[src/rtl/regfile_pkg.sv]
// ============================================================================
// Module      : regfile_pkg
// Description : Shared sizing constants and typedefs for the regfile_sb block.
// Revision    : 1.0 - initial release
// ============================================================================
`default_nettype none

package regfile_pkg;

    localparam int XLEN = 32;
    localparam int NREG = 32;
    localparam int AW   = $clog2(NREG);

    typedef logic [AW-1:0]   reg_addr_t;
    typedef logic [XLEN-1:0] xword_t;

endpackage : regfile_pkg

`default_nettype wire

[src/rtl/regfile_scoreboard.sv]
// ============================================================================
// Module      : regfile_scoreboard
// Description : Per-register busy bits with RAW/WAW issue gating.
// Revision    : 1.0 - initial release
// ============================================================================
`default_nettype none

module regfile_scoreboard
    import regfile_pkg::*;
#(
    parameter  int NREG = regfile_pkg::NREG,
    localparam int AW   = $clog2(NREG)
) (
    input  logic          clk,
    input  logic          rst,
    input  logic          i_we0,
    input  logic [AW-1:0] i_wa0,
    input  logic          i_we1,
    input  logic [AW-1:0] i_wa1,
    input  logic          i_iss_valid,
    input  logic [AW-1:0] i_iss_rs1,
    input  logic [AW-1:0] i_iss_rs2,
    input  logic [AW-1:0] i_iss_rd,
    output logic          o_iss_ready,
    output logic          o_busy_any
);

    logic [NREG-1:0] r_busy_q;
    logic [NREG-1:0] w_busy_d;
    logic            w_hazard;

    // A write-back landing this cycle satisfies the hazard through the bypass.
    function automatic logic src_busy(
        input logic [NREG-1:0] busy,
        input logic [AW-1:0]   a,
        input logic            we0,
        input logic [AW-1:0]   wa0,
        input logic            we1,
        input logic [AW-1:0]   wa1
    );
        return (a != '0) && busy[a] && !(we0 && (wa0 == a)) && !(we1 && (wa1 == a));
    endfunction

    always_comb begin
        w_hazard = src_busy(r_busy_q, i_iss_rs1, i_we0, i_wa0, i_we1, i_wa1)
                 | src_busy(r_busy_q, i_iss_rs2, i_we0, i_wa0, i_we1, i_wa1)
                 | src_busy(r_busy_q, i_iss_rd,  i_we0, i_wa0, i_we1, i_wa1);
    end

    assign o_iss_ready = !w_hazard;
    assign o_busy_any  = |r_busy_q;

    // Clears first, then the accepted issue, so a new producer wins the tie.
    always_comb begin
        w_busy_d = r_busy_q;
        if (i_we0 && (i_wa0 != '0)) begin
            w_busy_d[i_wa0] = 1'b0;
        end
        if (i_we1 && (i_wa1 != '0)) begin
            w_busy_d[i_wa1] = 1'b0;
        end
        if (i_iss_valid && o_iss_ready && (i_iss_rd != '0)) begin
            w_busy_d[i_iss_rd] = 1'b1;
        end
        w_busy_d[0] = 1'b0;
    end

    always_ff @(posedge clk) begin
        if (rst) begin
            r_busy_q <= '0;
        end else begin
            r_busy_q <= w_busy_d;
        end
    end

endmodule : regfile_scoreboard

`default_nettype wire

[src/rtl/regfile_sb.sv]
// ============================================================================
// Module      : regfile_sb
// Description : NREG x XLEN register file, 2R/2W with bypass and scoreboard.
// Revision    : 1.0 - initial release
// ============================================================================
`default_nettype none

module regfile_sb
    import regfile_pkg::*;
#(
    parameter  int XLEN = regfile_pkg::XLEN,
    parameter  int NREG = regfile_pkg::NREG,
    localparam int AW   = $clog2(NREG)
) (
    input  logic            clk,
    input  logic            rst,
    input  logic [AW-1:0]   ra1,
    input  logic [AW-1:0]   ra2,
    output logic [XLEN-1:0] rd1,
    output logic [XLEN-1:0] rd2,
    input  logic            we0,
    input  logic [AW-1:0]   wa0,
    input  logic [XLEN-1:0] wd0,
    input  logic            we1,
    input  logic [AW-1:0]   wa1,
    input  logic [XLEN-1:0] wd1,
    input  logic            iss_valid,
    input  logic [AW-1:0]   iss_rs1,
    input  logic [AW-1:0]   iss_rs2,
    input  logic [AW-1:0]   iss_rd,
    output logic            iss_ready,
    output logic            busy_any
);

    logic [XLEN-1:0] r_mem_q [NREG];
    logic [XLEN-1:0] w_mem_d [NREG];

    function automatic logic [XLEN-1:0] read_port(
        input logic [AW-1:0]   ra,
        input logic [XLEN-1:0] stored,
        input logic            we0_f,
        input logic [AW-1:0]   wa0_f,
        input logic [XLEN-1:0] wd0_f,
        input logic            we1_f,
        input logic [AW-1:0]   wa1_f,
        input logic [XLEN-1:0] wd1_f
    );
        if (ra == '0) begin
            return '0;
        end else if (we1_f && (wa1_f == ra)) begin
            return wd1_f;
        end else if (we0_f && (wa0_f == ra)) begin
            return wd0_f;
        end
        return stored;
    endfunction

    always_comb begin
        rd1 = read_port(ra1, r_mem_q[ra1], we0, wa0, wd0, we1, wa1, wd1);
        rd2 = read_port(ra2, r_mem_q[ra2], we0, wa0, wd0, we1, wa1, wd1);
    end

    // Port 1 is applied last so it overrides port 0 on an address collision.
    always_comb begin
        w_mem_d = r_mem_q;
        if (we0 && (wa0 != '0)) begin
            w_mem_d[wa0] = wd0;
        end
        if (we1 && (wa1 != '0)) begin
            w_mem_d[wa1] = wd1;
        end
        w_mem_d[0] = '0;
    end

    always_ff @(posedge clk) begin
        if (rst) begin
            for (int i = 0; i < NREG; i++) begin
                r_mem_q[i] <= '0;
            end
        end else begin
            r_mem_q <= w_mem_d;
        end
    end

    regfile_scoreboard #(
        .NREG (NREG)
    ) u_scoreboard (
        .clk         (clk),
        .rst         (rst),
        .i_we0       (we0),
        .i_wa0       (wa0),
        .i_we1       (we1),
        .i_wa1       (wa1),
        .i_iss_valid (iss_valid),
        .i_iss_rs1   (iss_rs1),
        .i_iss_rs2   (iss_rs2),
        .i_iss_rd    (iss_rd),
        .o_iss_ready (iss_ready),
        .o_busy_any  (busy_any)
    );

endmodule : regfile_sb

`default_nettype wire

[config.mk]
export PLATFORM = sky130hd
export DESIGN_NAME = regfile_sb
export DESIGN_NICKNAME = d
export VERILOG_FILES = /design/src/rtl/regfile_pkg.sv /design/src/rtl/regfile_scoreboard.sv /design/src/rtl/regfile_sb.sv
export SDC_FILE = /design/constraint.sdc
export NUM_CORES = 2
export LEC_CHECK = 0
export ABC_AREA = 1
export BUFFER_PORTS_ARGS = -buffer_cell sky130_fd_sc_hd__buf_4
export CAP_MARGIN = 20
export CORE_AREA = 10 10 440 442
export DETAILED_ROUTE_END_ITERATION = 8
export DIE_AREA = 0 0 450 452
export GPL_ROUTABILITY_DRIVEN = 0
export PLACE_DENSITY = 0.51
export SLEW_MARGIN = 20
export SYNTH_ARGS = -nofsm -noshare
export SYNTH_HDL_FRONTEND = slang
export SYNTH_HIERARCHICAL = 1
export SYNTH_SLANG_ARGS = --single-unit
[constraint.sdc]
create_clock -name clk -period 3.93 [get_ports clk]
set_input_delay 0.1965 -clock clk [delete_from_list [all_inputs] [get_ports clk]]
set_output_delay 0.1965 -clock clk [all_outputs]
set_load 0.005 [all_outputs]
; Yosys cells after proc, flatten, opt, wreduce, memory -nomap -nowiden
; Index checks and enable logic that the tools add are counted.
[op_classes]
magnitude_cmp = 14
n_eq_ne = 10
n_mux = 43
bitwise_logic = 11
n_reduce_logical = 43
[ops]
columns = op, count
row1 = 1024-bit bitwise mux, 2
row2 = 1024-bit 2-to-1 mux, 1
row3 = 992-bit 2-to-1 mux, 1
row4 = 32-bit 2-to-1 mux, 17
row5 = 32-bit binary-select mux with 5-bit select, 2
row6 = 32-bit demux with 5-bit select, 2
row7 = 32-bit bitwise AND, 2
row8 = 32-bit NOT, 2
row9 = 5-bit == test, 10
row10 = 32-bit bitwise OR, 1
row11 = 32-bit OR reduction, 1
row12 = "5-bit by 6-bit less-than comparator with 1-bit output, second input constant", 5
row13 = 1-bit logical AND, 28
row14 = 5-bit nonzero test, 5
row15 = "6-bit greater-or-equal comparator, second input constant", 4
row16 = 5-bit NOT with 6-bit output, 4
row17 = 1-bit binary-select mux with 5-bit select, 3
row18 = 1-bit demux with 5-bit select, 3
row19 = "5-bit by 1-bit greater-or-equal comparator with 1-bit output, second input constant", 3
row20 = "6-bit by 1-bit less-than comparator with 1-bit output, second input constant", 2
row21 = 1-bit 2-to-1 mux, 12
row22 = 5-bit logical NOT, 2
row23 = 1-bit logical NOT, 7
row24 = 1-bit bitwise OR, 2
[totals]
reg_bits = 1056
out_inout_bits = 66
elab_cells = 155

; Logic depth before layout (Yosys ltp)
[logic_depth]
word_depth = 11
depth_mapped = 16
depth_no_buf = 14

; By module
; The synthesis kept the hierarchy.
[modules_own_cells]
columns = module, n_inst, cells_per_inst, area_per_inst_um2, seq_area_each_um2
row1 = regfile_sb, 1, 12307, 69693.1, 19859.0
row2 = regfile_scoreboard, 1, 606, 3609.7, 620.6

; Worst setup path after synthesis
; OpenSTA, ideal clock, no wires.
[synth_path]
kind = input-to-output
startpoint = in ra1[4]
endpoint = out rd1[11]
t_arrival_ps = 1557
setup_slack_ps = 2176
path_stages = 12
cell_sequence = buf_2 clkinv_1 o21ai_0 nor2_1 nand3_1 buf_2 clkbuf_1 nand2_1 o21ai_0 inv_1 nand2_1 nand2_1
[synth_between]
elab_chain_len = 6
word_cells_on_any_way = 15
[synth_lines]
columns = element, line
row1 = from (decl), regfile_sb.sv:17  ; input logic [AW-1:0] ra1,
row2 = "parallel branches: the longest is 5 deep, another holds 32-bit binary-select mux with 5-bit select", --
row3 = 32-bit 2-to-1 mux (*), regfile_sb.sv:55  ; return stored;
row4 = to (decl), regfile_sb.sv:19  ; output logic [XLEN-1:0] rd1,
; Every way passes the cells marked *. The select of a mux whose other input is x is not followed.

; Worst setup path in the final report
[layout_path]
startpoint = in we0
endpoint = out rd2[18]
[layout_between]
elab_chain_len = 5
[layout_lines]
columns = element, line
row1 = from (decl), regfile_sb.sv:21  ; input logic we0,
row2 = 1-bit logical AND, regfile_sb.sv:52  ; end else if (we0_f && (wa0_f == ra)) begin
row3 = 1-bit 2-to-1 mux, regfile_sb.sv:52
row4 = 1-bit 2-to-1 mux, regfile_sb.sv:50  ; end else if (we1_f && (wa1_f == ra)) begin
row5 = 1-bit 2-to-1 mux, regfile_sb.sv:48  ; if (ra == '0) begin
row6 = 32-bit 2-to-1 mux, regfile_sb.sv:55
row7 = to (decl), regfile_sb.sv:20  ; output logic [XLEN-1:0] rd2,
; No other way between the ends.

==> results.txt <==
Status: completed
Synthesized Nets: 13000
Hold buffers post-CTS: 108
Worst-Margin Slew: 1270 ps
Data arrival, critical path: 3490 ps
Placed Cells: 14700
Post-CTS sizing: 0
Critical path startpoint category: input port
Relative slew margins: 15.2%
Core area: 0.185 mm²
Row count: 158
Global route total overflow: 0
DR vias: 91500
Slew Viols, Final: 0
DRT iter0 DRCs: 14700
Die Y: 452 µm
Kind of critical path: input port to output port
Crit path capture type: output port
Cell Area, Placed: 0.0764 mm²
Clk buf depth: 3
Hpwl dp: 257 mm
Post-CTS setup buffers: 0
RSZ-0062 raised after global routing: false
Vias per std cell: 6.07
CTS tree: yes
Cell accounting for the most synthesized area: dfxtp_1
CP Max Fanout: 22
Period utilisation layout: 93.8%
Setup_tns: 0 ps
Main area contributors after synthesis: dfxtp_1 28%, nand2_1 18%, nand3_1 11%
Synthesized cell area: 0.0733 mm²
Overall power: 0.0293 W
Final ANT Viol Nets: 0
Total CTS buffers: 137
Design Area, Final: 0.0821 mm²
Synth Flop Type: dfxtp_1
Hold WC Path Type: input port to register
Mapped Cells: 12900
Die Footprint: 0.203 mm²
Top-level port count: 170
Count of state elements after synthesis: 1023
LEAKAGE: 39.2 nW
Nets: 12600
Fmax: 271 MHz
Wire per inst: 29.4 µm
Pin count of the biggest net entering global routing: 146
Non-filler cells, final: 15100
Wirelength, routed: 443 mm
Endpoints failing hold: 0
Max IR drop VDD: 0.314 mV
Max-cap violation count: 0
Crit path required time: 3730 ps
Final Critical Period: 3690 ps
Initial antenna violation count: 52
Count leader, synth: nand2_1
Fillers: 20000
# H-tree levels: 4
Synth cell types: 39
Layout cells sized above 1: 6.89%
Yosys top cell area share: 27.9%
Ys Warns: 6
Worst-skew pair later-pin latency: 830 ps
FFs w/ async S/R, synth: 0%
Root Driver: clkbuf_16
CTS clk-pin slew, worst paths: 60 ps
Final setup violating endpoints: 0
GR Util All Layers: 41.2%
EDFF count, synth: 0
Port bufs: 169
Initial Util: 39.7%
Clock Skew: 6.78 ps
First-pass GRT wire length: 618 mm
Pwr/cell area: 357 mW/mm²
Area Growth Syn to Fin: 12.1%
Pre-Repair DR Iteration Count: 9
Clk sink count: 1023
Die Wd: 450 µm
Share of the yosys chip area belonging to registers: 27.9%
Synth top cells by count: 3470 x nand2_1, 1752 x inv_1, 1621 x nand3_1, 1480 x o21ai_0, 1023 x dfxtp_1
Synthesized area per cell: 5.68 µm²
Vias in the first global route: 81900
Drc violations: 0
-- cells by family (layout without fill, tap and decap cells) --
logic type,after synthesis,count (layout),synth area share (%)
xor+xnor,3,3,0.0359
flops,1023,1023,27.9
other cells,0,31,0
buf+inv,2954,2603,15.6
simple gates,5817,5817,33.4
compound gates,3116,3116,23.0
-- worst max-delay path, cell delays in order --
cell and delay [ps]:
dlygate4sd3_1 540, buf_4 240, inv_2 350, a21oi_1 100
nand4_1 90, nor2_1 70, nor2_4 160, buf_12 310
nand3_1 600, nand2_1 600, buf_4 200
-- cell type report --
| class | count | area [µm²] | share of cell area [%] |
|---|---|---|---|
| multi-input combinational | 8936 | 41700 | 50.8 |
| antenna | 31 | 77.6 | 0.0944 |
| tap | 2480 | 3100 | 3.78 |
| clock buffer | 207 | 4160 | 5.06 |
| sequential | 1023 | 20500 | 24.9 |
| clock inverter | 34 | 350 | 0.427 |
| timing repair buffer | 564 | 5450 | 6.63 |
| inverter | 1798 | 6810 | 8.29 |
-- registers in the layout (all words and copies together), names as in the netlist --
signal                 cells
r_mem_q                  992
u_scoreboard/r_busy_q     31
-- through the flow --
step	hold WS, ps	utilization (%)	setup slack (ps)
2_1_floorplan	266	-	2180
3_3_place_gp	451	41.4	840
3_5_place_dp	459	41.4	857
4_1_cts	0.312	44.4	557
5_1_grt	68.1	44.5	308
6_report	56.1	44.5	243
-- cell usage in the layout, fill, tap and decap left out, drive strengths merged, types with 21 or more instances in the layout --
cell,instances
o21ai,1674
dlygate4sd3,108
o21bai,70
inv,1796
o221ai,22
nand4,21
buf,454
nand2,3479
nand3,1650
clkbuf,209
nor3,83
clkinv,30
dfxtp,1023
o211ai,356
nor2,576
a21oi,975
diode,31
-- worst paths after layout --
check / startpoint / end / slack [ps] / cells past startpoint
max reg2reg: u_scoreboard/r_busy_q[6]$_SDFF_PP0_ / u_scoreboard/r_busy_q[4]$_SDFF_PP0_ / 1670 / 13
min reg2reg: r_mem_q[236]$_SDFF_PP0_ / r_mem_q[236]$_SDFF_PP0_ / 470 / 2
min: wa0[3] / r_mem_q[95]$_SDFF_PP0_ / 60 / 5
max: we0 / rd2[18] / 240 / 11
-- power breakdown --
| group | total (W) | leakage, nW | switching, W | internal, W |
|---|---|---|---|---|
| clock network | 0.0131 | 2.23 | 0.00547 | 0.00762 |
| logic | 0.00554 | 28.7 | 0.00414 | 0.00140 |
| registers | 0.0107 | 8.27 | 0.000125 | 0.0106 |
| total | 0.0293 | 39.2 | 0.00974 | 0.0196 |
-- layer usage --
layer / global-route usage, % / vias up / share of wire (%)
met4: 33.9 / 20 / 9.7
li1: - / 40600 / -
met5: 0.326 / - / 0.044
met2: 59.1 / 6771 / 40
met3: 13.1 / 1853 / 13
met1: 50.2 / 42300 / 37
Power figures use the tool's default switching activity.
